==> config.mk <==
export PLATFORM = sky130hd
export DESIGN_NAME = mux4way_arbiter
export DESIGN_NICKNAME = d
export VERILOG_FILES = /design/src/rtl/mux4way_arbiter.sv
export SDC_FILE = /design/constraint.sdc
export NUM_CORES = 1
export LEC_CHECK = 0
export BUFFER_PORTS_ARGS = -buffer_cell sky130_fd_sc_hd__buf_2
export CAP_MARGIN = 40
export CORE_AREA = 2 2 74 69
export DETAILED_ROUTE_END_ITERATION = 12
export DIE_AREA = 0 0 76 71
export PLACE_DENSITY_LB_ADDON = 0.3
export SYNTH_ARGS = -nofsm -noshare
export SYNTH_HDL_FRONTEND = slang
export SYNTH_SLANG_ARGS = --single-unit
==> constraint.sdc <==
create_clock -name clk -period 2 [get_ports clk]
set_input_delay 0.4 -clock clk [delete_from_list [all_inputs] [get_ports clk]]
set_output_delay 0.4 -clock clk [all_outputs]
set_load 0.01 [all_outputs]
==> src/rtl/mux4way_arbiter.sv <==
// mux4way_arbiter: gathers four word streams (a, b, c, d) into one registered
// output stream with round-robin, packet-atomic arbitration.
//
//   state  | meaning
//   -------+------------------------------------------------------------
//   IDLE   | no packet in progress; grant the first requester from ptr
//   LOCKED | owner has an open packet; only owner may transfer until last
//
// Source index encoding on out_sel: 00=a, 01=b, 10=c, 11=d.
module mux4way_arbiter #(
  parameter int WIDTH = 16
) (
  input  logic               clk,
  input  logic               reset,
  input  logic [3:0]         in_valid,
  input  logic [3:0]         in_last,
  input  logic [4*WIDTH-1:0] in_data,
  output logic [3:0]         in_ready,
  output logic               out_valid,
  output logic [WIDTH-1:0]   out_data,
  output logic               out_last,
  output logic [1:0]         out_sel,
  input  logic               out_ready
);

  typedef enum logic {
    IDLE   = 1'b0,
    LOCKED = 1'b1
  } state_t;

  state_t           state_q, state_d;
  logic [1:0]       ptr_q, ptr_d;
  logic [1:0]       owner_q, owner_d;

  logic             load;
  logic             grant_any;
  logic [1:0]       grant_idx;
  logic [1:0]       cand;
  logic             capture;
  logic [WIDTH-1:0] data_arr [4];

  // Output register can take a new beat when empty or being drained this cycle.
  assign load    = !out_valid || out_ready;
  assign capture = !reset && load && grant_any;

  // Split the packed input bus into one word per source.
  always_comb begin
    for (int k = 0; k < 4; k++) begin
      data_arr[k] = in_data[k*WIDTH +: WIDTH];
    end
  end

  // Grant selection: owner while locked, otherwise circular search from ptr.
  always_comb begin
    grant_any = 1'b0;
    grant_idx = ptr_q;
    cand      = '0;
    if (state_q == LOCKED) begin
      grant_idx = owner_q;
      grant_any = in_valid[owner_q];
    end else begin
      // Walk from the farthest offset down so the nearest requester wins.
      for (int k = 3; k >= 0; k--) begin
        cand = ptr_q + 2'(k);
        if (in_valid[cand]) begin
          grant_any = 1'b1;
          grant_idx = cand;
        end
      end
    end
  end

  // Ready back to the sources; the owner sees load even while its valid is low.
  always_comb begin
    in_ready = '0;
    if (!reset && load) begin
      if (state_q == LOCKED) begin
        in_ready[owner_q] = 1'b1;
      end else if (grant_any) begin
        in_ready[grant_idx] = 1'b1;
      end
    end
  end

  // Next-state logic: lock on a non-last beat, release and rotate on last.
  always_comb begin
    state_d = state_q;
    ptr_d   = ptr_q;
    owner_d = owner_q;
    if (capture) begin
      if (in_last[grant_idx]) begin
        state_d = IDLE;
        ptr_d   = grant_idx + 2'd1;
      end else begin
        state_d = LOCKED;
        owner_d = grant_idx;
      end
    end
  end

  // Arbitration state register.
  always_ff @(posedge clk) begin
    if (reset) begin
      state_q <= IDLE;
      ptr_q   <= 2'd0;
      owner_q <= 2'd0;
    end else begin
      state_q <= state_d;
      ptr_q   <= ptr_d;
      owner_q <= owner_d;
    end
  end

  // Output beat register; payload holds when nothing new is captured.
  always_ff @(posedge clk) begin
    if (reset) begin
      out_valid <= 1'b0;
      out_data  <= '0;
      out_last  <= 1'b0;
      out_sel   <= 2'd0;
    end else if (load) begin
      out_valid <= capture;
      if (capture) begin
        out_data <= data_arr[grant_idx];
        out_last <= in_last[grant_idx];
        out_sel  <= grant_idx;
      end
    end
  end

endmodule

==> results.yml, run 1 <==
sta:
  slew_headroom_pct: 75.4
  setup_viol: 6
  fin_ws_ns: -0.100
  clock.fmax_ghz: 0.476
  period_share_pct: 105
  final-hold-violation-count: 0
  hold_ws_ns: 0.439
  rsz0062_at_grt: "true"
  finalSetupTns_ns: -0.394
  clock_skew_ns: 0.00300
  fin_crit_ns: 2.10
  tightest_slew_ns: 0.368
  drv_slew: 0
floorplan:
  rows: 24
  core_mm2: 0.00465
  dieArea_mm2: 0.00540
  initial_core_util_pct: 39.2
  num_io_pins: 99
  fp.dieW_um: 76
  die_h_um: 71
route:
  drcViolationCount: 0
  vias_per_cell: 5.24
  wl_mm: 5.83
  wl_per_cell_um: 14.4
  initialDrtViolationCount: 125
  ant_nets: 0
  vias: 2121
  drt_pass1_iterations: 4
setup_path:
  regToRegStartpoint: "ptr_q[1]"
  startpoint_type: "register"
  worstSetupPathType: "reg2out"
  reg2reg_to: "owner_q[0]"
  worstPathArrival_ns: 1.70
  reg2reg_depth: 9
  end_kind: "primary output"
  critical_path_required_ns: 1.60
  critical_path.max_fanout: 6
  reg2reg_slack_ns: -0.10
placed_design:
  port_buffers: 98
  dpl.cell_count: 392
  place_hpwl_mm: 4.28
  gp_congestion: 0.854
worst_hold_path:
  worstHoldStart: "out_ready"
  holdPathStages: 4
  hp-class: "in2reg"
  worstHoldEndpoint: "out_valid"
job:
  cap_violations: 0
finish:
  nNetsFinal: 416
  ff_latch_area_um2: 514
  fillCellCount: 421
  num_antenna_cells: 0
  drive_gt1_share_pct: 59.7
  multi_input_area_mm2: 0.00132
  stdcell_count: 405
  syn_to_final_growth_pct: 57.1
grt:
  antenna_found_initial: 0
  grt_pass1_vias: 1990
  grt_pass1_wl_mm: 9.23
  grt_max_degree: 27
  grt_use_total_pct: 20.5
  overflow: 0
yosys:
  avgSynthCellArea_um2: 8.45
  netlist_area_mm2: 0.00182
  synthTopCellsByCount: "nor2_1, dfxtp_1, a21oi_1"
  ys_seq_area_share_pct: 27.4
  yosysUniqueCellTypes: 47
  netlist_instances: 216
  synth-seq-cells: 25
  yosysTopAreaCell: "dfxtp_1"
  synth-edff-count: 0
  yosysTopAreaCellShare_pct: 27.4
  ys_warn_count: 0
  async_flop_share_pct: 0
  synth_ff_type: "dfxtp_1"
  synthTopCellsByArea: "dfxtp_1, mux2_2, a211oi_2"
  syn_nets: 291
  synth.most_common_cell: "nor2_1"
clock_tree:
  clockRootBuffer: "clkbuf_8"
  cts_max_path_buffers: 2
  clkTransAtPathRegs_ns: 0.08
  htreeDepth: 1
  hold_buffers: 0
  numCtsBuffers: 3
  clk_latency_ns: 0.27
  cts_tree: "done"
  cts_sinks: 25
status:
  status: "finished with violations"
  violations: "negative setup slack"
power_and_ir_drop:
  power_density_mw_per_mm2: 1050
  cellLeakagePower_nw: 1.30
  ir_worst_vdd_uv: 537
  total_power_w: 0.00301
-- cells in the final DEF, fill, tap and decap left out, drive strengths merged, types with 5 or more instances in the layout --
cell	instances
nand2	12
inv	7
a21oi	22
nor2b	8
a22oi	16
a31oi	5
dfxtp	25
buf	135
nor3	6
mux2	17
nand2b	5
nor2	30
a211oi	17
o21ai	6
clkbuf	6
-- cell families (layout without fill, tap and decap cells) --
| group | count (synthesis) | in the layout | synth area share, % |
|---|---|---|---|
| AO/OA/AOI/OAI | 76 | 76 | 34.4 |
| multiplexers | 19 | 19 | 12.5 |
| buffers and inverters | 24 | 148 | 6.17 |
| flip-flops | 25 | 25 | 27.4 |
| AND/OR/NAND/NOR | 72 | 72 | 19.5 |
-- stage by stage --
step	utilization, %	cell area, um2	setup slack, ns
after floorplan	-	1840	-0.0935
after global placement	55.6	2590	-0.173
after detailed placement	55.6	2590	-0.204
after CTS	57.2	2660	-0.155
after global routing	61.6	2870	-0.193
final	61.6	2870	-0.100
-- sequential cells by signal (all words and copies together) (netlist names) --
name	count
out_data	16
out_sel	2
owner_q	2
ptr_q	2
out_last	1
out_valid	1
state_q	1
-- what timing repair did --
| item | CTS | global route |
|---|---|---|
| hold endpoints to repair | 0 | 0 |
| pin swaps | 5 | 26 |
| resized for setup | 5 | 38 |
| setup buffers | 2 | 6 |
| endpoints found under the setup margin | 14 | 27 |
| gates cloned | 0 | 1 |
-- power breakdown --
part	internal (W)	leakage (nW)	switching, W
combinational	0.00102	1.07	0.000969
clock	0.000142	0.0228	0.000152
sequential	0.000630	0.210	0.000102
-- routing by layer --
layer / global-route usage [%] / up-vias / wire length [um]
met2: 36.2 / 80 / 2960
met3: 4.34 / 6 / 362
met4: 3.84 / 0 / 31
li1: - / 1042 / -
met5: 0 / - / 0
met1: 26.2 / 993 / 2480
-- cell type report --
type                    instances  area share, %
flip-flops and latches         25           17.9
repair buffers                137           30.8
multi-input cells             167           45.9
inverters                       7          0.917
clock buffers                   4           1.57
well taps                      65           2.84
-- critical path, stage by stage, from the launching register on --
cell,delay (ns)
dfxtp_4,0.38
nand2b_1,0.06
a2111o_1,0.45
a32oi_4,0.22
nor2b_2,0.18
buf_2,0.14
-- worst max-delay path by stage --
stage,start,endpoint,slack (ns),cells past startpoint
CTS,ptr_q[1],in_ready[1],-0.15,7
floorplan,in_valid[3],owner_q[0],-0.09,8
global route,ptr_q[1],owner_q[0],-0.19,9
global placement,in_valid[3],owner_q[0],-0.17,8
finish,ptr_q[1],in_ready[3],-0.10,5
detailed placement,in_valid[3],owner_q[0],-0.20,8
(Power assumes the default switching activity.)
==> run 2, diff against run 1 <==
--- a/config.mk
+++ b/config.mk
@@ -7,10 +7,11 @@
 export LEC_CHECK = 0
 export BUFFER_PORTS_ARGS = -buffer_cell sky130_fd_sc_hd__buf_2
 export CAP_MARGIN = 40
-export CORE_AREA = 2 2 74 69
+export CORE_AREA = 2 2 71 66
 export DETAILED_ROUTE_END_ITERATION = 12
-export DIE_AREA = 0 0 76 71
+export DIE_AREA = 0 0 73 68
 export PLACE_DENSITY_LB_ADDON = 0.3
+export SETUP_SLACK_MARGIN = 0.5
 export SYNTH_ARGS = -nofsm -noshare
 export SYNTH_HDL_FRONTEND = slang
 export SYNTH_SLANG_ARGS = --single-unit
==> constraint.sdc (replaced) <==
create_clock -name clk -period 2.3 [get_ports clk]
set_input_delay 0.46 -clock clk [delete_from_list [all_inputs] [get_ports clk]]
set_output_delay 0.46 -clock clk [all_outputs]
set_load 0.01 [all_outputs]
==> results.yml, run 2 (synthesis gave the netlist of run 1 again) <==
grt:
  grt_pass1_vias: 1881
  busiest_layer: "met2"
  use_met1_pct: 28.7
  grt_pass1_wl_mm: 8.84
  antenna_found_initial: 0
  overflow: 0
  grt_max_degree: 27
  grtUsageMet2_pct: 38.4
  grt_use_total_pct: 22.7
  grtUsageMet3_pct: 4.86
clock_tree:
  cts_max_path_buffers: 2
  numCtsBuffers: 3
  cts_tree: "done"
  hold_buffers: 0
  clockRootBuffer: "clkbuf_8"
  htreeDepth: 1
  cts_sinks: 25
  clkTransAtPathRegs_ns: 0.09
  clk_latency_ns: 0.27
worst_hold_path:
  hp-class: "reg2reg"
finish:
  ff_latch_area_um2: 513
  final_area_mm2: 0.00298
  layout.cells.most_common: "buf_2"
  drive_gt1_share_pct: 63.5
  largest-register: "out_data"
  num_antenna_cells: 0
  fillCellCount: 330
  nNetsFinal: 413
  largest_register_ff_count: 16
  utilization_pct: 69.4
  multi_input_area_mm2: 0.00142
  final_cell_mix: "buf_2, nor2_1, dfxtp_1"
  syn_to_final_growth_pct: 63.2
setup_path:
  reg2reg_depth: 10
  crit_chain: "nor2b_1 -> o21ai_1 -> buf_4 -> nand3_2 -> nor3_1 -> a31oi_1 -> nor2_1 -> buf_2"
  worst-path-stages: 8
  startpoint_type: "register"
  reg2reg_slack_ns: 0.11
  regToRegStartpoint: "ptr_q[1]"
  critical_path.max_stage_delay_ns: 0.40
  crit_family: "simple AND/OR/NAND/NOR gates"
  cp_slowest_cell: "dfxtp_4"
  crit_path_end: "in_ready[1]"
  worstPathArrival_ns: 1.81
  path_buf_inv: 2
  worstSetupPathType: "reg2out"
  startpoint: "ptr_q[1]"
  critical_path.max_fanout: 7
  end_kind: "primary output"
  critical_path_required_ns: 1.84
  reg2reg_to: "owner_q[0]"
floorplan:
  initial_core_util_pct: 42.5
  dieArea_mm2: 0.00496
  rows: 23
  fp.dieW_um: 73
  core_mm2: 0.00429
  die_h_um: 68
  num_io_pins: 99
sta:
  fin_crit_ns: 2.27
  period_share_pct: 98.9
  slew_headroom_pct: 75.1
  tightest_slew_ns: 0.373
  drv_slew: 0
  setup_viol: 0
  clock_skew_ns: 0.0103
  hold_ws_ns: 0.492
  clock.fmax_ghz: 0.440
  rsz0062_at_grt: "true"
  final-hold-violation-count: 0
route:
  vias_per_cell: 5.52
  ant_nets: 0
  wl_per_cell_um: 15.6
  wl_mm: 6.03
  drcViolationCount: 0
  initialDrtViolationCount: 121
  drt_pass1_iterations: 6
  vias: 2137
power_and_ir_drop:
  cellLeakagePower_nw: 1.33
  ir_worst_vdd_uv: 650
  netSwitchingFraction_pct: 42.0
  power_density_mw_per_mm2: 921
  pwr-share-clk_pct: 9.7
  total_power_w: 0.00274
  p_seq_share_pct: 23.5
  p_switching_w: 0.00115
  pwr-share-comb_pct: 66.8
  intPower_w: 0.00159
job:
  cap_violations: 0
placed_design:
  place_hpwl_mm: 3.99
  port_buffers: 98
  postPlaceCellArea_mm2: 0.00254
  gp_congestion: 0.874
status:
  status: "finished, final reports clean"
-- run 2: cell count changes in the layout (fill, tap and decap cells not counted), moves of 2 or more --
cell,change
buf_2,-3
buf_6,+6
nor2b_2,-2
a211oi_1,-3
a22oi_1,-12
nor2_1,-2
a211oi_2,+3
nand2_2,-2
a22oi_2,+12
buf_8,+3
buf_4,-8
-- run 2: worst reg2reg max path: cells and delay by family, from the launching register on --
| kind | cells | cell delay [ns] |
|---|---|---|
| compound gates | 4 | 0.81 |
| buf+inv | 3 | 0.43 |
| flops | 1 | 0.38 |
| mux | 1 | 0.30 |
| simple gates | 2 | 0.17 |
-- run 2: worst min-delay path by stage --
stage | cells after the start | start | end | slack [ns]
floorplan | 2 | ptr_q[0] | ptr_q[0] | 0.48
global placement | 2 | out_sel[0] | out_sel[0] | 0.48
detailed placement | 2 | out_last | out_last | 0.48
global route | 2 | out_sel[0] | out_sel[0] | 0.53
finish | 2 | out_last | out_last | 0.49
CTS | 2 | out_last | out_last | 0.50
-- run 2: stage by stage --
stage          TNS, ns  cells  setup WS, ns
2_1_floorplan        0    216         0.147
3_3_place_gp         0    365        0.0191
3_5_place_dp         0    365       0.00844
4_1_cts              0    382         0.102
5_1_grt        -0.0921    387       -0.0921
6_report             0    387        0.0256
-- run 2: layout make-up --
type                    instances  area share [%]
inverters                       7           0.883
multi-input cells             167            47.5
repair buffers                134            30.7
clock buffers                   4            1.51
flip-flops and latches         25            17.2
well taps                      50            2.10
-- run 2: per-layer routing --
layer  share of wire [%]  vias to the layer above
met2                  50                       96
met4                 2.7                        0
li1                    -                     1035
met5                   0                        -
met1                  41                      990
met3                 6.6                       16
-- run 2: power by group through the flow --
stage          clock, W  sequential (W)  combinational, W
6_report       0.000265        0.000645           0.00183
5_1_grt        0.000286        0.000660           0.00195
4_1_cts        0.000267        0.000633           0.00165
3_5_place_dp          0        0.000637           0.00146
3_3_place_gp          0        0.000635           0.00144
2_1_floorplan         0        0.000636           0.00104
-- run 2: timing repair --
item | 4_1_cts | 5_1_grt
setup endpoints to repair | 27 | 28
pin swaps | 17 | 11
gates resized for setup | 28 | 30
buffers inserted | 12 | 5
gates cloned | 1 | 0
==> run 3, diff against run 2 <==
==> constraint.sdc (replaced) <==
create_clock -name clk -period 2.3 [get_ports clk]
set_input_delay 0.115 -clock clk [delete_from_list [all_inputs] [get_ports clk]]
set_output_delay 0.115 -clock clk [all_outputs]
set_load 0.01 [all_outputs]
==> results.yml, run 3 (synthesis gave the netlist of run 1 again) <==
status:
  status: "finished, final reports clean"
setup_path:
  reg2reg_slack_ns: 0.35
  end_kind: "register"
  critical_path_required_ns: 2.46
  worstSetupPathType: "reg2reg"
  crit_path_end: "owner_q[0]"
  worstPathArrival_ns: 2.12
  startpoint: "ptr_q[1]"
  reg2reg_depth: 8
  critical_path.max_fanout: 21
  reg2reg_to: "owner_q[0]"
  regToRegStartpoint: "ptr_q[1]"
  startpoint_type: "register"
route:
  vias_per_cell: 5.53
  initialDrtViolationCount: 102
  drcViolationCount: 0
  vias: 2103
  ant_nets: 0
  drt_pass1_iterations: 4
  wl_mm: 6.04
  wl_per_cell_um: 15.9
floorplan:
  initial_core_util_pct: 42.5
  fp.dieW_um: 73
  die_h_um: 68
  rows: 23
  core_mm2: 0.00429
  num_io_pins: 99
  dieArea_mm2: 0.00496
placed_design:
  gp_congestion: 0.914
  port_buffers: 98
  place_hpwl_mm: 3.87
  place_ws_ns: 0.0804
sta:
  clock.fmax_ghz: 0.512
  setup_viol: 0
  drv_slew: 0
  rsz0062_at_grt: "true"
  clock_skew_ns: 0.00586
  fin_ws_ns: 0.346
  period_share_pct: 85.0
  hold_ws_ns: 0.156
  final-hold-violation-count: 0
  fin_crit_ns: 1.95
  slew_headroom_pct: 64.0
  finalSetupTns_ns: 0
  tightest_slew_ns: 0.540
worst_hold_path:
  hp-class: "in2reg"
  holdPathStages: 4
finish:
  syn_to_final_growth_pct: 53.8
  utilization_pct: 65.5
  num_antenna_cells: 0
  largest-register: "out_data"
  drive_gt1_share_pct: 60.9
  nNetsFinal: 406
  layout.cells.most_common: "buf_2"
  largest_register_ff_count: 16
  fillCellCount: 335
  final_cell_mix: "buf_2, nor2_1, buf_4"
clock_tree:
  clockRootBuffer: "clkbuf_8"
  cts_sinks: 25
  cts_tree: "done"
  clk_latency_ns: 0.27
  numCtsBuffers: 3
  htreeDepth: 1
  cts_max_path_buffers: 2
  hold_buffers: 0
  clkTransAtPathRegs_ns: 0.09
job:
  cap_violations: 0
power_and_ir_drop:
  power_density_mw_per_mm2: 944
  cellLeakagePower_nw: 1.26
  total_power_w: 0.00265
  ir_worst_vdd_uv: 536
grt:
  antenna_found_initial: 0
  overflow: 0
  grt_use_total_pct: 22.3
  grt_pass1_vias: 1839
  grt_pass1_wl_mm: 8.69
  grt_max_degree: 27
## run 3: cell types whose count changed in the layout (fill, tap and decap cells not counted), moves of 2 or more
| cell | before | now |
|---|---|---|
| buf_6 | 13 | 4 |
| a22oi_1 | 2 | 9 |
| a22oi_2 | 14 | 7 |
| buf_2 | 93 | 97 |
| a211oi_1 | 2 | 5 |
| a211oi_2 | 15 | 12 |
| buf_12 | 4 | 2 |
| buf_8 | 3 | 1 |
| nand2_8 | 0 | 2 |
## run 3: routing by layer
| layer | global-route usage, % | wire length [um] |
|---|---|---|
| met1 | 29.5 | 2580 |
| met2 | 37.3 | 2980 |
| met3 | 4.42 | 380 |
| met4 | 5.79 | 105 |
| met5 | 0 | 0 |
## run 3: worst min-delay path by stage
stage	startpoint	to	slack, ns
2_1_floorplan	in_data[51]	out_data[3]	0.33
3_3_place_gp	out_ready	out_valid	0.45
3_5_place_dp	out_ready	out_valid	0.44
4_1_cts	out_ready	out_valid	0.16
5_1_grt	in_data[54]	out_data[6]	0.18
6_report	out_ready	out_valid	0.16
## run 3: cell type report
cell class                 instances  area, um2  area share [%]
clock buffer                       4       45.0            1.60
inverter                           7       26.3           0.936
multi-input combinational        169       1410            50.3
sequential                        25        517            18.4
tap                               50       62.6            2.23
timing repair buffer             125        743            26.5
## run 3: stage by stage
step / instances / cell area, um2
finish: 380 / 2810
global route: 380 / 2810
CTS: 370 / 2650
detailed placement: 353 / 2370
global placement: 353 / 2370
floorplan: 216 / 1860
## run 3: worst max-delay path, stage by stage (launching register included)
cell and delay (ns):
dfxtp_4 0.38, nand2b_1 0.15, a21o_1 0.22, a41o_1 0.28, buf_12 0.17, nor2_4 0.10
o21ai_4 0.09, nor2_4 0.13, mux2_4 0.30
## run 3: power by group
part	switching [W]	internal, W	leakage [nW]	total (W)
combinational	0.000891	0.000851	1.02	0.00174
sequential	0.0000952	0.000549	0.210	0.000644
clock	0.000138	0.000124	0.0228	0.000262
## run 3: repair_timing
item	in CTS	in global routing
hold endpoints to repair	0	0
endpoints found under the setup margin	28	28
buffers inserted	11	10
pin swaps	20	11
gates resized for setup	32	22
cloned	2	0
